===== config.mk =====
export PLATFORM = sky130hd
export DESIGN_NAME = ov5640_power_seq
export DESIGN_NICKNAME = d
export VERILOG_FILES = /design/src/rtl/ov5640_pkg.sv /design/src/rtl/ov5640_delay_cnt.sv /design/src/rtl/ov5640_power_seq.sv
export SDC_FILE = /design/constraint.sdc
export NUM_CORES = 1
export LEC_CHECK = 0
export ABC_AREA = 1
export CELL_PAD_IN_SITES_DETAIL_PLACEMENT = 0
export CELL_PAD_IN_SITES_GLOBAL_PLACEMENT = 1
export CORE_MARGIN = 10
export CORE_UTILIZATION = 44
export CTS_CLUSTER_DIAMETER = 30
export DETAILED_ROUTE_END_ITERATION = 10
export GPL_ROUTABILITY_DRIVEN = 0
export PLACE_DENSITY = 0.78
export SYNTH_ARGS = -nofsm -noshare
export SYNTH_HDL_FRONTEND = slang
export SYNTH_SLANG_ARGS = --single-unit

===== constraint.sdc =====
create_clock -name clk_50M -period 4.6 [get_ports clk_50M]
set_clock_uncertainty 0.15 [all_clocks]
set_input_delay 0.92 -clock clk_50M [delete_from_list [all_inputs] [get_ports clk_50M]]
set_output_delay 0.92 -clock clk_50M [all_outputs]
set_load 0.01 [all_outputs]

===== src/rtl/ov5640_pkg.sv =====
// ov5640_pkg: shared definitions for the OV5640 power-up / reset sequencer.
// Holds the sequencer state encoding and the default 50 MHz timing constants.
package ov5640_pkg;

    // Sequencer states; the encoding is visible on the seq_state port.
    typedef enum logic [2:0] {
        ST_PWUP  = 3'd0,
        ST_PDLOW = 3'd1,
        ST_RSTHI = 3'd2,
        ST_READY = 3'd3,
        ST_RUN   = 3'd4,
        ST_SLEEP = 3'd5,
        ST_WAKE  = 3'd6,
        ST_FAULT = 3'd7
    } seq_state_e;

    // Default delays in clk_50M cycles.
    localparam int T_PWUP_50M    = 262144;   // 5.24 ms PWDN high after reset
    localparam int T_RST_50M     = 65535;    // 1.31 ms PWDN low to RESETB high
    localparam int T_INIT_50M    = 1048575;  // 21 ms RESETB high to SCCB init
    localparam int T_WAKE_50M    = 65535;    // PWDN low (wake) to wake_done
    localparam int T_TIMEOUT_50M = 8388607;  // init_done watchdog
    localparam int MAX_RETRY_DEF = 3;        // re-power attempts before FAULT

endpackage


===== src/rtl/ov5640_delay_cnt.sv =====
// ov5640_delay_cnt: shared up-counter for every timed sequencer state.
// Counts 0..target-1 while enabled; tc marks the last cycle of the delay.
module ov5640_delay_cnt #(
    parameter int CNT_W = 24
) (
    input  logic             clk_50M,
    input  logic             reset_n,
    input  logic             clr,
    input  logic             en,
    input  logic [CNT_W-1:0] target,
    output logic             tc
);

    logic [CNT_W-1:0] count;

    // Count while enabled; the owner clears it on every state change.
    // NOTE: sequential state is written with <= so every flop samples the pre-edge values.
    always_ff @(posedge clk_50M or negedge reset_n) begin
        if (!reset_n) begin
            count <= '0;
        end else if (clr) begin
            count <= '0;
        end else if (en) begin
            count <= count + 1'b1;
        end
    end

    assign tc = en && (count == (target - 1'b1));

endmodule


===== src/rtl/ov5640_power_seq.sv =====
// ov5640_power_seq: power-up / reset sequencer for NUM_CAM OV5640 sensors
// sharing one PWDN line, each with its own RESETB. Sequence: PWDN high,
// PWDN low, RESETB high, then initial_en to the SCCB configuration master.
// Also handles standby via PWDN, per-camera enable mask and software restart.
// Optional: define OV5640_INIT_TIMEOUT_EN to add an init_done watchdog with
// bounded re-power retries and a sticky fault; otherwise READY waits forever.
module ov5640_power_seq
    import ov5640_pkg::*;
#(
    parameter int NUM_CAM   = 2,
    parameter int CNT_W     = 24,
    parameter int T_PWUP    = T_PWUP_50M,
    parameter int T_RST     = T_RST_50M,
    parameter int T_INIT    = T_INIT_50M,
    parameter int T_WAKE    = T_WAKE_50M,
    parameter int T_TIMEOUT = T_TIMEOUT_50M,
    parameter int MAX_RETRY = MAX_RETRY_DEF
) (
    input  logic               clk_50M,
    input  logic               reset_n,
    input  logic [NUM_CAM-1:0] cam_en,
    input  logic               restart_req,
    input  logic               sleep_req,
    input  logic               init_done,
    output logic               camera_pwnd,
    output logic [NUM_CAM-1:0] camera_rstn,
    output logic               initial_en,
    output logic               wake_done,
    output logic [2:0]         seq_state,
    output logic               fault
);

    localparam longint CNT_RANGE = longint'(1) << CNT_W;

    // Reject parameter sets the counter cannot represent.
    if (NUM_CAM < 1 || NUM_CAM > 8 || T_PWUP < 1 || T_RST < 1 || T_INIT < 1 ||
        T_WAKE < 1 || T_TIMEOUT < 1 || MAX_RETRY < 0 ||
        longint'(T_PWUP) >= CNT_RANGE || longint'(T_RST) >= CNT_RANGE ||
        longint'(T_INIT) >= CNT_RANGE || longint'(T_WAKE) >= CNT_RANGE ||
        longint'(T_TIMEOUT) >= CNT_RANGE) begin : g_param_err
        $error("ov5640_power_seq: illegal parameter set");
    end

    localparam logic [CNT_W-1:0] TGT_PWUP = CNT_W'(T_PWUP);
    localparam logic [CNT_W-1:0] TGT_RST  = CNT_W'(T_RST);
    localparam logic [CNT_W-1:0] TGT_INIT = CNT_W'(T_INIT);
    localparam logic [CNT_W-1:0] TGT_WAKE = CNT_W'(T_WAKE);

    seq_state_e         state;
    seq_state_e         state_next;
    logic               cnt_clr;
    logic               cnt_en;
    logic               cnt_tc;
    logic [CNT_W-1:0]   cnt_target;
    logic [NUM_CAM-1:0] cam_en_q;
    logic               pwnd_next;
    logic [NUM_CAM-1:0] rstn_next;
    logic               init_en_next;
    logic               wake_next;

`ifdef OV5640_INIT_TIMEOUT_EN
    localparam int                 RETRY_W     = (MAX_RETRY < 1) ? 1 : $clog2(MAX_RETRY + 1);
    localparam logic [RETRY_W-1:0] RETRY_LIMIT = RETRY_W'(MAX_RETRY);
    localparam logic [CNT_W-1:0]   TGT_TMO     = CNT_W'(T_TIMEOUT);

    logic [RETRY_W-1:0] retry;
    logic               retry_inc;
    logic               fault_set;
`endif

    ov5640_delay_cnt #(
        .CNT_W (CNT_W)
    ) u_delay_cnt (
        .clk_50M (clk_50M),
        .reset_n (reset_n),
        .clr     (cnt_clr),
        .en      (cnt_en),
        .target  (cnt_target),
        .tc      (cnt_tc)
    );

    // Select the delay that applies to the current state.
    // NOTE: every combinational output gets a default first, so no path leaves it unassigned (no latch).
    always_comb begin
        cnt_en     = 1'b0;
        cnt_target = '0;
        case (state)
            ST_PWUP:  begin cnt_en = 1'b1; cnt_target = TGT_PWUP; end
            ST_PDLOW: begin cnt_en = 1'b1; cnt_target = TGT_RST;  end
            ST_RSTHI: begin cnt_en = 1'b1; cnt_target = TGT_INIT; end
            ST_WAKE:  begin cnt_en = 1'b1; cnt_target = TGT_WAKE; end
`ifdef OV5640_INIT_TIMEOUT_EN
            ST_READY: begin cnt_en = 1'b1; cnt_target = TGT_TMO;  end
`endif
            default:  ;
        endcase
    end

    // Every timed state starts from zero, including a restart that stays in PWUP.
    assign cnt_clr = restart_req || (state_next != state);

    // Next-state logic; restart_req overrides every other transition.
    always_comb begin
        state_next = state;
`ifdef OV5640_INIT_TIMEOUT_EN
        retry_inc  = 1'b0;
        fault_set  = 1'b0;
`endif
        if (restart_req) begin
            state_next = ST_PWUP;
        end else begin
            case (state)
                ST_PWUP:  if (cnt_tc) state_next = ST_PDLOW;
                ST_PDLOW: if (cnt_tc) state_next = ST_RSTHI;
                ST_RSTHI: if (cnt_tc) state_next = ST_READY;
                ST_READY: begin
                    if (init_done) begin
                        state_next = ST_RUN;
                    end
`ifdef OV5640_INIT_TIMEOUT_EN
                    else if (cnt_tc) begin
                        if (retry < RETRY_LIMIT) begin
                            retry_inc  = 1'b1;
                            state_next = ST_PWUP;
                        end else begin
                            fault_set  = 1'b1;
                            state_next = ST_FAULT;
                        end
                    end
`endif
                end
                ST_RUN:   if (sleep_req)  state_next = ST_SLEEP;
                ST_SLEEP: if (!sleep_req) state_next = ST_WAKE;
                ST_WAKE:  if (cnt_tc)     state_next = ST_RUN;
                ST_FAULT: state_next = ST_FAULT;
                default:  state_next = ST_PWUP;
            endcase
        end
    end

    // Decode the pin levels for the state being entered, so registered
    // outputs change on the first cycle of that state.
    always_comb begin
        pwnd_next    = 1'b1;
        rstn_next    = '0;
        init_en_next = 1'b0;
        case (state_next)
            ST_PDLOW: pwnd_next = 1'b0;
            ST_RSTHI: begin pwnd_next = 1'b0; rstn_next = cam_en_q; end
            ST_READY,
            ST_RUN:   begin pwnd_next = 1'b0; rstn_next = cam_en_q; init_en_next = 1'b1; end
            ST_SLEEP: rstn_next = cam_en_q;
            ST_WAKE:  begin pwnd_next = 1'b0; rstn_next = cam_en_q; end
            default:  ;
        endcase
        wake_next = (state == ST_WAKE) && (state_next == ST_RUN);
    end

    // State and registered sensor-facing outputs.
    always_ff @(posedge clk_50M or negedge reset_n) begin
        if (!reset_n) begin
            state       <= ST_PWUP;
            camera_pwnd <= 1'b1;
            camera_rstn <= '0;
            initial_en  <= 1'b0;
            wake_done   <= 1'b0;
        end else begin
            state       <= state_next;
            camera_pwnd <= pwnd_next;
            camera_rstn <= rstn_next;
            initial_en  <= init_en_next;
            wake_done   <= wake_next;
        end
    end

    // The enable mask follows cam_en during power-up and is frozen afterwards.
    always_ff @(posedge clk_50M or negedge reset_n) begin
        if (!reset_n) begin
            cam_en_q <= '0;
        end else if (restart_req || state == ST_PWUP) begin
            cam_en_q <= cam_en;
        end
    end

    assign seq_state = state;

`ifdef OV5640_INIT_TIMEOUT_EN
    // Retry count and sticky fault; only a restart out of FAULT clears them both.
    always_ff @(posedge clk_50M or negedge reset_n) begin
        if (!reset_n) begin
            retry <= '0;
            fault <= 1'b0;
        end else if (restart_req && state == ST_FAULT) begin
            retry <= '0;
            fault <= 1'b0;
        end else begin
            if (state_next == ST_RUN && state != ST_RUN) begin
                retry <= '0;
            end else if (retry_inc) begin
                retry <= retry + 1'b1;
            end
            if (fault_set) begin
                fault <= 1'b1;
            end
        end
    end
`else
    assign fault = 1'b0;
`endif

endmodule


==> metrics.md, run 1 <==
| Metric | Value |
|---|---|
| Status | `complete, no violations` |
| DR top layer | `met4` |
| CTS Root Buffer Type | `clkbuf_8` |
| Fin cells | `367` |
| Post-CTS setup buffers | `0` |
| Cell Area, Synth | `2256 um^2` |
| Starting Density | `0.4474` |
| Leak Pwr | `1.121 nW` |
| Switching Fraction | `0.2719` |
| CP Class | `reg -> reg` |
| Vias in the first global route | `1,805` |
| Synth cell types | `29` |
| CP Cell Sequence | `nor2_1 > nand2_1 > ha_1 > inv_1 > nand2_1 > nand2_1 > nor2_1 > nand3_1 > nor2_1 > nand3_1 > nand3_2 > nand2_2 > nand2_2 > nand2_4 > nor3_1` |
| Final Cycle Share | `0.6035` |
| PortBufs | `14` |
| H-tree depth | `2` |
| Avg Cell Area, Syn | `8.057 um^2` |
| Area of the core | `5042 um^2` |
| Max VDD drop | `169.0 uV` |
| Commonest non-fill, non-tap cell in the layout | `nand2_1` |
| # diodes | `0` |
| Final std cell area, no fill | `2544 um^2` |
| Clock network power share | `0.375` |
| Clk slew on worst S/H paths | `0.06 ns` |
| Combinational group share of total power | `0.158` |
| Iteration-0 DRC Markers | `73` |
| Post-route DRC | `0` |
| Ratio of cells with drive above 1 in the final layout | `0.1987` |
| Worst endpoint required time | `4.64 ns` |
| Power per standard cell area | `268.1 nW/um^2` |
| Period minus WS final | `2.776 ns` |
| CTS Sinks | `34` |
| Syn_nets | `290` |
| Worst path slowest cell | `dfrtp_1` |
| First-pass GRT wire length | `8.293 mm` |
| TritonCTS clock tree | `yes` |
| Post-route ant nets | `0` |
| Crit. End Element | `flip-flop` |
| Total power | `0.0006820 W` |
| Final setup vio count | `0` |
| Die area | `8391 um^2` |
| First drt pass iteration count | `4` |
| Total GRT Usage | `0.1192` |
| Largest net degree at the start of global routing | `35` |
| Dominant synthesized flop cell | `dfrtp_1` |
| Fillers | `501` |
| Ports | `16` |
| Placed cells | `359` |
| Met3 WL | `208 um` |
| Syn Inst Count | `280` |
| Drt total wl | `4.620 mm` |
| Cts-stage hold buffer count | `0` |
| Die Wd | `91.61 um` |
| Setup tns final | `0 ns` |
| Hold Vio Cnt, Final | `0` |
| #FFs+latches synth | `34` |
| Yosys warning total | `0` |
| Crit path buf inv count | `1` |
| Area delta synth->final | `12.76%` |
| Site Rows | `26` |
| # resized after CTS | `0` |
| DR vias | `1,731` |
| EDFF count, synth | `0` |
| CP Max Fanout | `24` |
| Count of pins over their slew limit | `0` |
| Worst Setup Start Kind | `flip-flop` |
| Slowest cell delay on critical path | `0.47 ns` |
| Skew-Pair Late Insertion Delay | `0.28 ns` |
| Hpwl dp | `3.440 mm` |
| Highest-count cells in the layout ignoring fill and taps | `59 x nand2_1, 38 x inv_1, 33 x dfrtp_1, 25 x nor2_1, 21 x nor3_2` |
| Vias per cell | `4.717` |
| Final nets | `306` |
| Int Pwr | `0.0004966 W` |
| Gr ovfl total | `0` |
| Max frequency | `360.2 MHz` |
| Max Cap Viol | `0` |
| Die Y-Extent | `91.61 um` |
| CTS Buf Count | `5` |
| Clock Path Buffers | `2` |
| Post-synth ARST share | `1.000` |
| WL/cell | `12.59 um` |
| Worst Hold Class | `reg -> reg` |
| Critical Path AT | `2.82 ns` |
| Metal2 WL | `2.238 mm` |
| Placed Area | `2434 um^2` |
| Seq/Total Area, Yosys | `0.3777` |
| Crit path max-delay family | `simple AND/OR/NAND/NOR gates` |
| Psw | `0.0001855 W` |
| WL met1 | `2.125 mm` |
| Antenna violations before repair | `0` |
| Unrepaired setup endpoints after global routing | `false` |
| Flop pwr share | `0.467` |
==> worst reg2reg max path: cells and delay by family (launching register included) <==
kind          cells  cell delay [ns]
buf+inv           1             0.04
fa+ha+maj         1             0.34
simple gates     13             1.69
flops             1             0.47
==> metrics by stage <==
stage	setup WS (ns)	utilization	hold WS, ns
floorplan	2.185	-	0.3072
global placement	1.859	0.4826	0.3303
detailed placement	1.811	0.4826	0.3407
CTS	1.793	0.5045	0.3539
global route	1.474	0.5045	0.3770
finish	1.824	0.5045	0.3507
==> per-layer routing <==
metal  GRT usage  up-vias
li1            -      906
met1      0.1391      797
met2      0.2002       23
met3     0.03951        5
met4     0.03916        0
met5           0        -
==> sequential cells by signal (all words and copies together), names as in the netlist <==
| signal | flops |
|---|---|
| camera_pwnd | 1 |
| camera_rstn | 2 |
| initial_en | 1 |
| cam_en_q | 2 |
| u_delay_cnt.count | 24 |
| seq_state | 3 |
| wake_done | 1 |
==> path summary, 6_finish.rpt <==
check	startpoint	endpoint	slack [ns]	cells past startpoint
max in group asynchronous	reset_n	camera_pwnd	3.06	2
worst max register to register	seq_state[2]	u_delay_cnt.count[1]	1.82	15
worst min-delay path	cam_en_q[0]	camera_rstn[0]	0.35	2
worst min register to register	cam_en_q[0]	camera_rstn[0]	0.35	2
min in group asynchronous	reset_n	u_delay_cnt.count[11]	0.90	2
worst max-delay path	seq_state[2]	u_delay_cnt.count[1]	1.82	15
==> synthesized netlist by cell type (3+ instances only) <==
master / number / share of area
nand3_2: 5 / 0.022
nor2_4: 3 / 0.015
nand2_4: 4 / 0.020
xor2_1: 13 / 0.050
inv_2: 3 / 0.0050
nand3_1: 20 / 0.044
o21ai_0: 7 / 0.016
a21oi_1: 3 / 0.0067
nor3_1: 7 / 0.016
xnor2_1: 6 / 0.023
nand4_1: 4 / 0.011
buf_6: 4 / 0.020
nand2_1: 59 / 0.098
dfrtp_1: 33 / 0.37
inv_1: 38 / 0.063
ha_1: 3 / 0.017
nand2_2: 10 / 0.028
nor2_1: 25 / 0.042
nor3_2: 21 / 0.093
==> power groups by stage <==
stage | combinational [W] | clock, W | sequential [W]
after floorplan | 0.0000799 | 0 | 0.000324
after global placement | 0.000109 | 0 | 0.000324
after detailed placement | 0.000109 | 0 | 0.000324
after CTS | 0.000110 | 0.000265 | 0.000319
after global routing | 0.000123 | 0.000276 | 0.000319
final | 0.000108 | 0.000256 | 0.000318
==> kinds of logic (layout without fill, tap and decap cells) <==
kind of cell    after synthesis  count (layout)  share of synthesized area
compound gates               14              14                    0.03494
xor+xnor                     19              19                    0.07377
flops                        34              34                     0.3777
buf+inv                      47              64                    0.09373
fa+ha+maj                     3               3                    0.01664
mux                           1               1                   0.004437
simple gates                161             161                     0.3971
other cells                   1               1                   0.001662
==> area by class of cell <==
type | count | area [um^2] | share of cell area
clock buffers | 8 | 110.1 | 0.04329
inverters | 41 | 153.9 | 0.06050
multi-input cells | 199 | 1192 | 0.4688
flip-flops and latches | 34 | 852.1 | 0.3350
well taps | 70 | 87.58 | 0.03443
repair buffers | 15 | 147.6 | 0.05804
No activity file was read; power rests on OpenSTA's default activity.
==> run 2: changes to the inputs <==
- CORE_UTILIZATION: 44 -> 40
- PLACE_DENSITY: 0.78 -> 0.75
- clock period: 4.6 -> 2.5 ns (I/O delays scaled with it)
==> run 2 against run 1 <==
Compared with the run above: worst hold slack worse by 0.22 ns; largest cell class unchanged; register-to-register slack worse by 1.8 ns; non-clock buffer count is 19 higher; via count is 8.2% higher; critical path type unchanged; first-iteration DRC count fell by 14%; critical path depth is 2 higher; worst setup slack lost 1.8 ns; sequential share of layout area shrank 4.3 points; count of clock-buffer cells in the layout down 2; routed wire length up 19%; sequential cell count did not move.
==> metrics.md, run 2 (same netlist as run 1, synthesis figures left out) <==
| Metric | Value |
|---|---|
| DR vias | `1,873` |
| Die area | `9044 um^2` |
| Final std cell area, no fill | `2927 um^2` |
| Skew-Pair Late Insertion Delay | `0.29 ns` |
| Ratio of cells with drive above 1 in the final layout | `0.3333` |
| CP Max Fanout | `6` |
| Largest net degree at the start of global routing | `35` |
| Die Y-Extent | `95.10 um` |
| Cts-stage hold buffer count | `0` |
| Post-route ant nets | `0` |
| CTS Root Buffer Type | `clkbuf_8` |
| Iteration-0 DRC Markers | `63` |
| TritonCTS clock tree | `yes` |
| Normalized max-slew margin | `0.4766` |
| Crit. End Element | `flip-flop` |
| Fin cells | `390` |
| Critical Path AT | `2.51 ns` |
| Final nets | `327` |
| Count of pins over their slew limit | `0` |
| Vias in the first global route | `1,830` |
| Ports | `16` |
| Starting Density | `0.4097` |
| CP Class | `reg -> reg` |
| Max frequency | `403.9 MHz` |
| Site Rows | `27` |
| Area of the core | `5507 um^2` |
| Max VDD drop | `371.1 uV` |
| Post-route DRC | `0` |
| Fillers | `533` |
| PortBufs | `14` |
| Hold Vio Cnt, Final | `0` |
| H-tree depth | `2` |
| Unrepaired setup endpoints after global routing | `true` |
| Hpwl dp | `3.751 mm` |
| # diodes | `0` |
| Vias per cell | `4.803` |
| Final setup vio count | `0` |
| Period minus WS final | `2.476 ns` |
| Placed Area | `2554 um^2` |
| WL/cell | `14.09 um` |
| CTS Buf Count | `5` |
| Fin util | `0.5315` |
| Worst endpoint required time | `2.53 ns` |
| First drt pass iteration count | `4` |
| First-pass GRT wire length | `8.611 mm` |
| Max reg flops | `24` |
| Max Cap Viol | `0` |
| Area delta synth->final | `29.73%` |
| Clk slew on worst S/H paths | `0.07 ns` |
| Worst Hold Class | `in -> async` |
| Antenna violations before repair | `0` |
| Worst-Margin Slew | `0.7850 ns` |
| WL met1 | `2.472 mm` |
| CTS Sinks | `34` |
| Leak Pwr | `1.265 nW` |
| Met3 WL | `258 um` |
| Status | `complete, no violations` |
| Drt total wl | `5.497 mm` |
| Metal2 WL | `2.654 mm` |
| Die Wd | `95.10 um` |
| Total GRT Usage | `0.1196` |
| DR top layer | `met4` |
| Clock Path Buffers | `2` |
| Worst Setup Start Kind | `flip-flop` |
| Placed cells | `374` |
| Register with the most flip-flops | `u_delay_cnt.count` |
| Highest-count cells in the layout ignoring fill and taps | `50 x nand2_1, 37 x inv_1, 32 x dfrtp_1, 21 x nor3_2, 20 x nor2_1` |
| Commonest non-fill, non-tap cell in the layout | `nand2_1` |
| Power per standard cell area | `455.1 nW/um^2` |
| Final Cycle Share | `0.9904` |
| Setup tns final | `0 ns` |
| Total power | `0.001332 W` |
| Gr ovfl total | `0` |
-- run 2: cell count changes in the layout (fill, tap and decap cells not counted), moves of 3 or more --
cell and change:
buf_4 +15, nand2_1 -9, nand2_2 +4, nand2_4 +4, nand2_8 +3, nor2_1 -5, nor2_2 +5, nor3_1 -4
nor3_4 +4
-- run 2: final cells by class --
cell class              count  area (um^2)  share of cell area
inverters                  41        153.9             0.05259
clock buffers               6        82.58             0.02822
multi-input cells         201         1389              0.4746
flip-flops and latches     34        853.3              0.2916
repair buffers             34        345.3              0.1180
well taps                  72        90.09             0.03078
clock inverters             2        12.51            0.004275
-- run 2: path summary, 6_finish.rpt --
kind / endpoint / depth (start not counted) / slack [ns] / start
worst max-delay path: u_delay_cnt.count[21] / 17 / 0.02 / seq_state[2]
worst min-delay path: u_delay_cnt.count[12] / 1 / 0.13 / reset_n
worst max register to register: u_delay_cnt.count[21] / 17 / 0.02 / seq_state[2]
worst min register to register: camera_rstn[1] / 2 / 0.35 / cam_en_q[1]
max in group asynchronous: seq_state[1] / 1 / 1.52 / reset_n
min in group clk_50M: camera_rstn[1] / 2 / 0.35 / cam_en_q[1]
-- run 2: report_power, final --
part / switching [W] / total (W) / internal (W)
logic: 0.000185 / 0.000316 / 0.000131
registers: 0.0000151 / 0.000584 / 0.000569
clock network: 0.000211 / 0.000432 / 0.000221
total: 0.000411 / 0.00133 / 0.000921
-- run 2: per-stage QoR --
stage                     worst slack (ns)  hold slack (ns)
after floorplan                    0.08516          0.05441
after global placement            0.003900           0.3222
after detailed placement          -0.05062           0.3326
after CTS                         0.009349           0.1572
after global routing               -0.1080           0.1848
final                              0.02391           0.1342
-- run 2: layer usage --
metal	up-vias	track usage
li1	954	-
met1	881	0.1477
met2	26	0.1898
met3	12	0.04163
met4	0	0.04115
met5	-	0
-- run 2: what timing repair did --
item	4_1_cts	5_1_grt
endpoints found under the setup margin	6	29
buffers inserted	1	3
gates resized for setup	3	38
pin swaps	1	19
gates cloned	0	4
-- run 2: worst max-delay path, stage by stage (launching register included) --
cell       delay [ns]
dfrtp_1          0.43
nor2_2           0.16
nand2_2          0.12
ha_4             0.29
inv_2            0.03
nand2_2          0.05
nand2_2          0.06
nor2_2           0.09
nand2_1          0.07
nor2_2           0.12
nand3_2          0.10
nand2_2          0.10
nand3_4          0.10
nand2_4          0.10
nand2_4          0.07
nand2_8          0.11
clkbuf_16        0.16
nor3_2           0.04
==> run 3: changes to the inputs <==
- ABC_AREA: 1 -> default
- CORE_UTILIZATION: 40 -> 45
- PLACE_DENSITY: 0.75 -> 0.77
- clock period: 2.5 -> 2.75 ns (I/O delays scaled with it)
==> run 3 against run 2 <==
Compared with the run above: final area shrank 9.9%; clock power is 12% lower; critical path depth shrank 7; largest cell class unchanged; power down 28%; non-clock buffer count is 8 lower; sequential cell count is the same; worst setup slack improved by 0.10 ns; critical endpoint is now u_delay_cnt.count[12]; largest power group unchanged; maximum frequency is 5.6% lower; utilization increased by 1.6 points; via count fell by 8.4%.
==> metrics.md, run 3 <==
| Metric | Value |
|---|---|
| Status | `complete, no violations` |
| Worst endpoint required time | `2.78 ns` |
| Post-synth top cells | `33 x dfrtp_1, 24 x xnor2_1, 20 x nor2_2, 14 x nand2_1, 13 x nor2_1` |
| First drt pass iteration count | `4` |
| Top cell type's share of synthesized area | `0.3626` |
| Leading area contributor after synthesis | `dfrtp_1` |
| Register with the most flip-flops | `u_delay_cnt.count` |
| Fillers | `453` |
| Worst reg2reg path depth | `10` |
| Die area | `8306 um^2` |
| Reg2Reg Capture Point | `u_delay_cnt.count[12]` |
| Final std cell area, no fill | `2636 um^2` |
| Max reg flops | `24` |
| #FFs+latches synth | `34` |
| Post-route DRC | `0` |
| Worst Setup Start Kind | `flip-flop` |
| Vias in the first global route | `1,662` |
| Unrepaired setup endpoints after global routing | `false` |
| CTS Root Buffer Type | `clkbuf_8` |
| Vias per cell | `5.376` |
| Hold Vio Cnt, Final | `0` |
| Syn_nets | `244` |
| Fin util | `0.5473` |
| Highest-count cells in the layout ignoring fill and taps | `31 x dfrtp_1, 24 x xnor2_1, 21 x nor2_2, 14 x nand2_1, 14 x clkdlybuf4s50_1` |
| Skew-Pair Late Insertion Delay | `0.28 ns` |
| Commonest non-fill, non-tap cell in the layout | `dfrtp_1` |
| Final Cycle Share | `0.9536` |
| Die Wd | `91.14 um` |
| Synth cell types | `55` |
| Placed Area | `2497 um^2` |
| EDFF count, synth | `0` |
| Max VDD drop | `297.8 uV` |
| Hpwl dp | `3.453 mm` |
| Clock Path Buffers | `2` |
| PortBufs | `14` |
| Total GRT Usage | `0.1204` |
| Yosys warning total | `0` |
| Post-Place Worst Slack | `0.1463 ns` |
| Final nets | `261` |
| Worst Hold Class | `reg -> reg` |
| Avg Cell Area, Syn | `9.732 um^2` |
| H-tree depth | `2` |
| TritonCTS clock tree | `yes` |
| Launch point of the worst reg-to-reg path | `seq_state[0]` |
| DR vias | `1,715` |
| Max frequency | `381.3 MHz` |
| Hold_sp | `cam_en_q[0]` |
| Dominant synthesized flop cell | `dfrtp_1` |
| WL/cell | `15.08 um` |
| CP Class | `reg -> reg` |
| Top-count cell post-synth | `dfrtp_1` |
| CTS Sinks | `34` |
| Normalized max-slew margin | `0.6018` |
| Power per standard cell area | `363.8 nW/um^2` |
| # diodes | `0` |
| Ports | `16` |
| Worst-Margin Slew | `0.5899 ns` |
| Syn Inst Count | `234` |
| Cell Area, Synth | `2277 um^2` |
| Largest net degree at the start of global routing | `35` |
| Total power | `0.0009592 W` |
| Cts-stage hold buffer count | `0` |
| First-pass GRT wire length | `8.280 mm` |
| Post-synth ARST share | `1.000` |
| Starting Density | `0.4727` |
| Worst Hold Path Cells | `2` |
| Site Rows | `25` |
| Crit. End Element | `flip-flop` |
| Antenna violations before repair | `0` |
| CTS Buf Count | `5` |
| Drt total wl | `4.810 mm` |
| Die Y-Extent | `91.14 um` |
| Setup tns final | `0 ns` |
| Seq/Total Area, Yosys | `0.3742` |
| Post-route ant nets | `0` |
| Final worst setup slack | `0.1276 ns` |
| Clk slew on worst S/H paths | `0.07 ns` |
| Max Cap Viol | `0` |
| Area of the core | `4817 um^2` |
| Count of pins over their slew limit | `0` |
| Leak Pwr | `0.9875 nW` |
| Critical Path Source | `seq_state[0]` |
| Period minus WS final | `2.622 ns` |
| Largest cells by area after synthesis | `dfrtp_1 36%, xnor2_1 9.2%, nor2_2 5.5%, mux2_2 3.0%, nor4_1 2.5%` |
| Gr ovfl total | `0` |
| Final setup vio count | `0` |
| CP Capture Point | `u_delay_cnt.count[12]` |
| Flop-to-flop setup slack | `0.13 ns` |
| Area delta synth->final | `15.77%` |
| Ratio of cells with drive above 1 in the final layout | `0.2659` |
| Critical Path AT | `2.65 ns` |
| CP Max Fanout | `8` |
| Iteration-0 DRC Markers | `101` |
[run 3: changes by cell type in the layout (fill, tap and decap cells not counted), moves of 14 or more]
cell,delta
nand2_1,-36
inv_1,-27
nor3_2,-21
xnor2_1,+18
nand2_2,-14
nand3_1,-14
nor2_2,+14
[run 3: what timing repair did]
action / in CTS / in global routing
setup buffers: 0 / 1
resized for setup: 0 / 4
setup endpoints to repair: 0 / 9
[run 3: worst min path at each step]
stage / to
after floorplan: cam_en_q[0]
after global placement: cam_en_q[0]
after detailed placement: camera_rstn[0]
after CTS: camera_rstn[0]
after global routing: camera_rstn[1]
final: camera_rstn[0]
[run 3: through the flow]
stage	hold WS, ns	std cells
2_1_floorplan	0.1044	234
3_3_place_gp	0.3486	309
3_5_place_dp	0.3472	309
4_1_cts	0.3585	317
5_1_grt	0.3828	319
6_report	0.3587	319
[run 3: cell type report]
type / count / area [um^2] / area share
multi-input cells: 174 / 1301 / 0.4936
flip-flops and latches: 34 / 854.6 / 0.3242
repair buffers: 26 / 264.0 / 0.1001
well taps: 67 / 83.83 / 0.03180
clock buffers: 6 / 82.58 / 0.03132
inverters: 10 / 37.54 / 0.01424
clock inverters: 2 / 12.51 / 0.004746
[run 3: metal layers]
metal  GRT usage  share of wire  vias up  wire length [um]
met2      0.1838           0.47       30              2248
met4     0.03786         0.0098        0                47
met3     0.03457          0.036        6               173
met1      0.1600           0.49      825              2340
li1            -              -      854                 -
met5           0              0        -                 0
[run 3: worst max-delay path, stage by stage (launching register included)]
cell and delay, ns:
dfrtp_2 0.46, nor2_1 0.14, nand2_1 0.10, ha_1 0.29
xnor2_1 0.15, nor4_2 0.40, nand4_2 0.19, o31ai_4 0.24
buf_4 0.18, clkbuf_16 0.16, nor2_2 0.04
[run 3: cell families (layout without fill, tap and decap cells)]
group                    after synthesis  after routing  synth area share
AO/OA/AOI/OAI                         32             32            0.1220
XOR/XNOR                              26             26            0.1000
adder cells (fa/ha/maj)                3              3           0.01649
buffers and inverters                 26             44           0.05824
flip-flops                            34             34            0.3742
multiplexers                          10             10           0.06373
other                                  1              1          0.001647
AND/OR/NAND/NOR                      102            102            0.2637
[run 3: power by group]
group          leakage (nW)  internal [W]  switching, W
clock network        0.0472      0.000201      0.000181
logic                 0.479     0.0000292     0.0000352
registers             0.461      0.000505    0.00000723
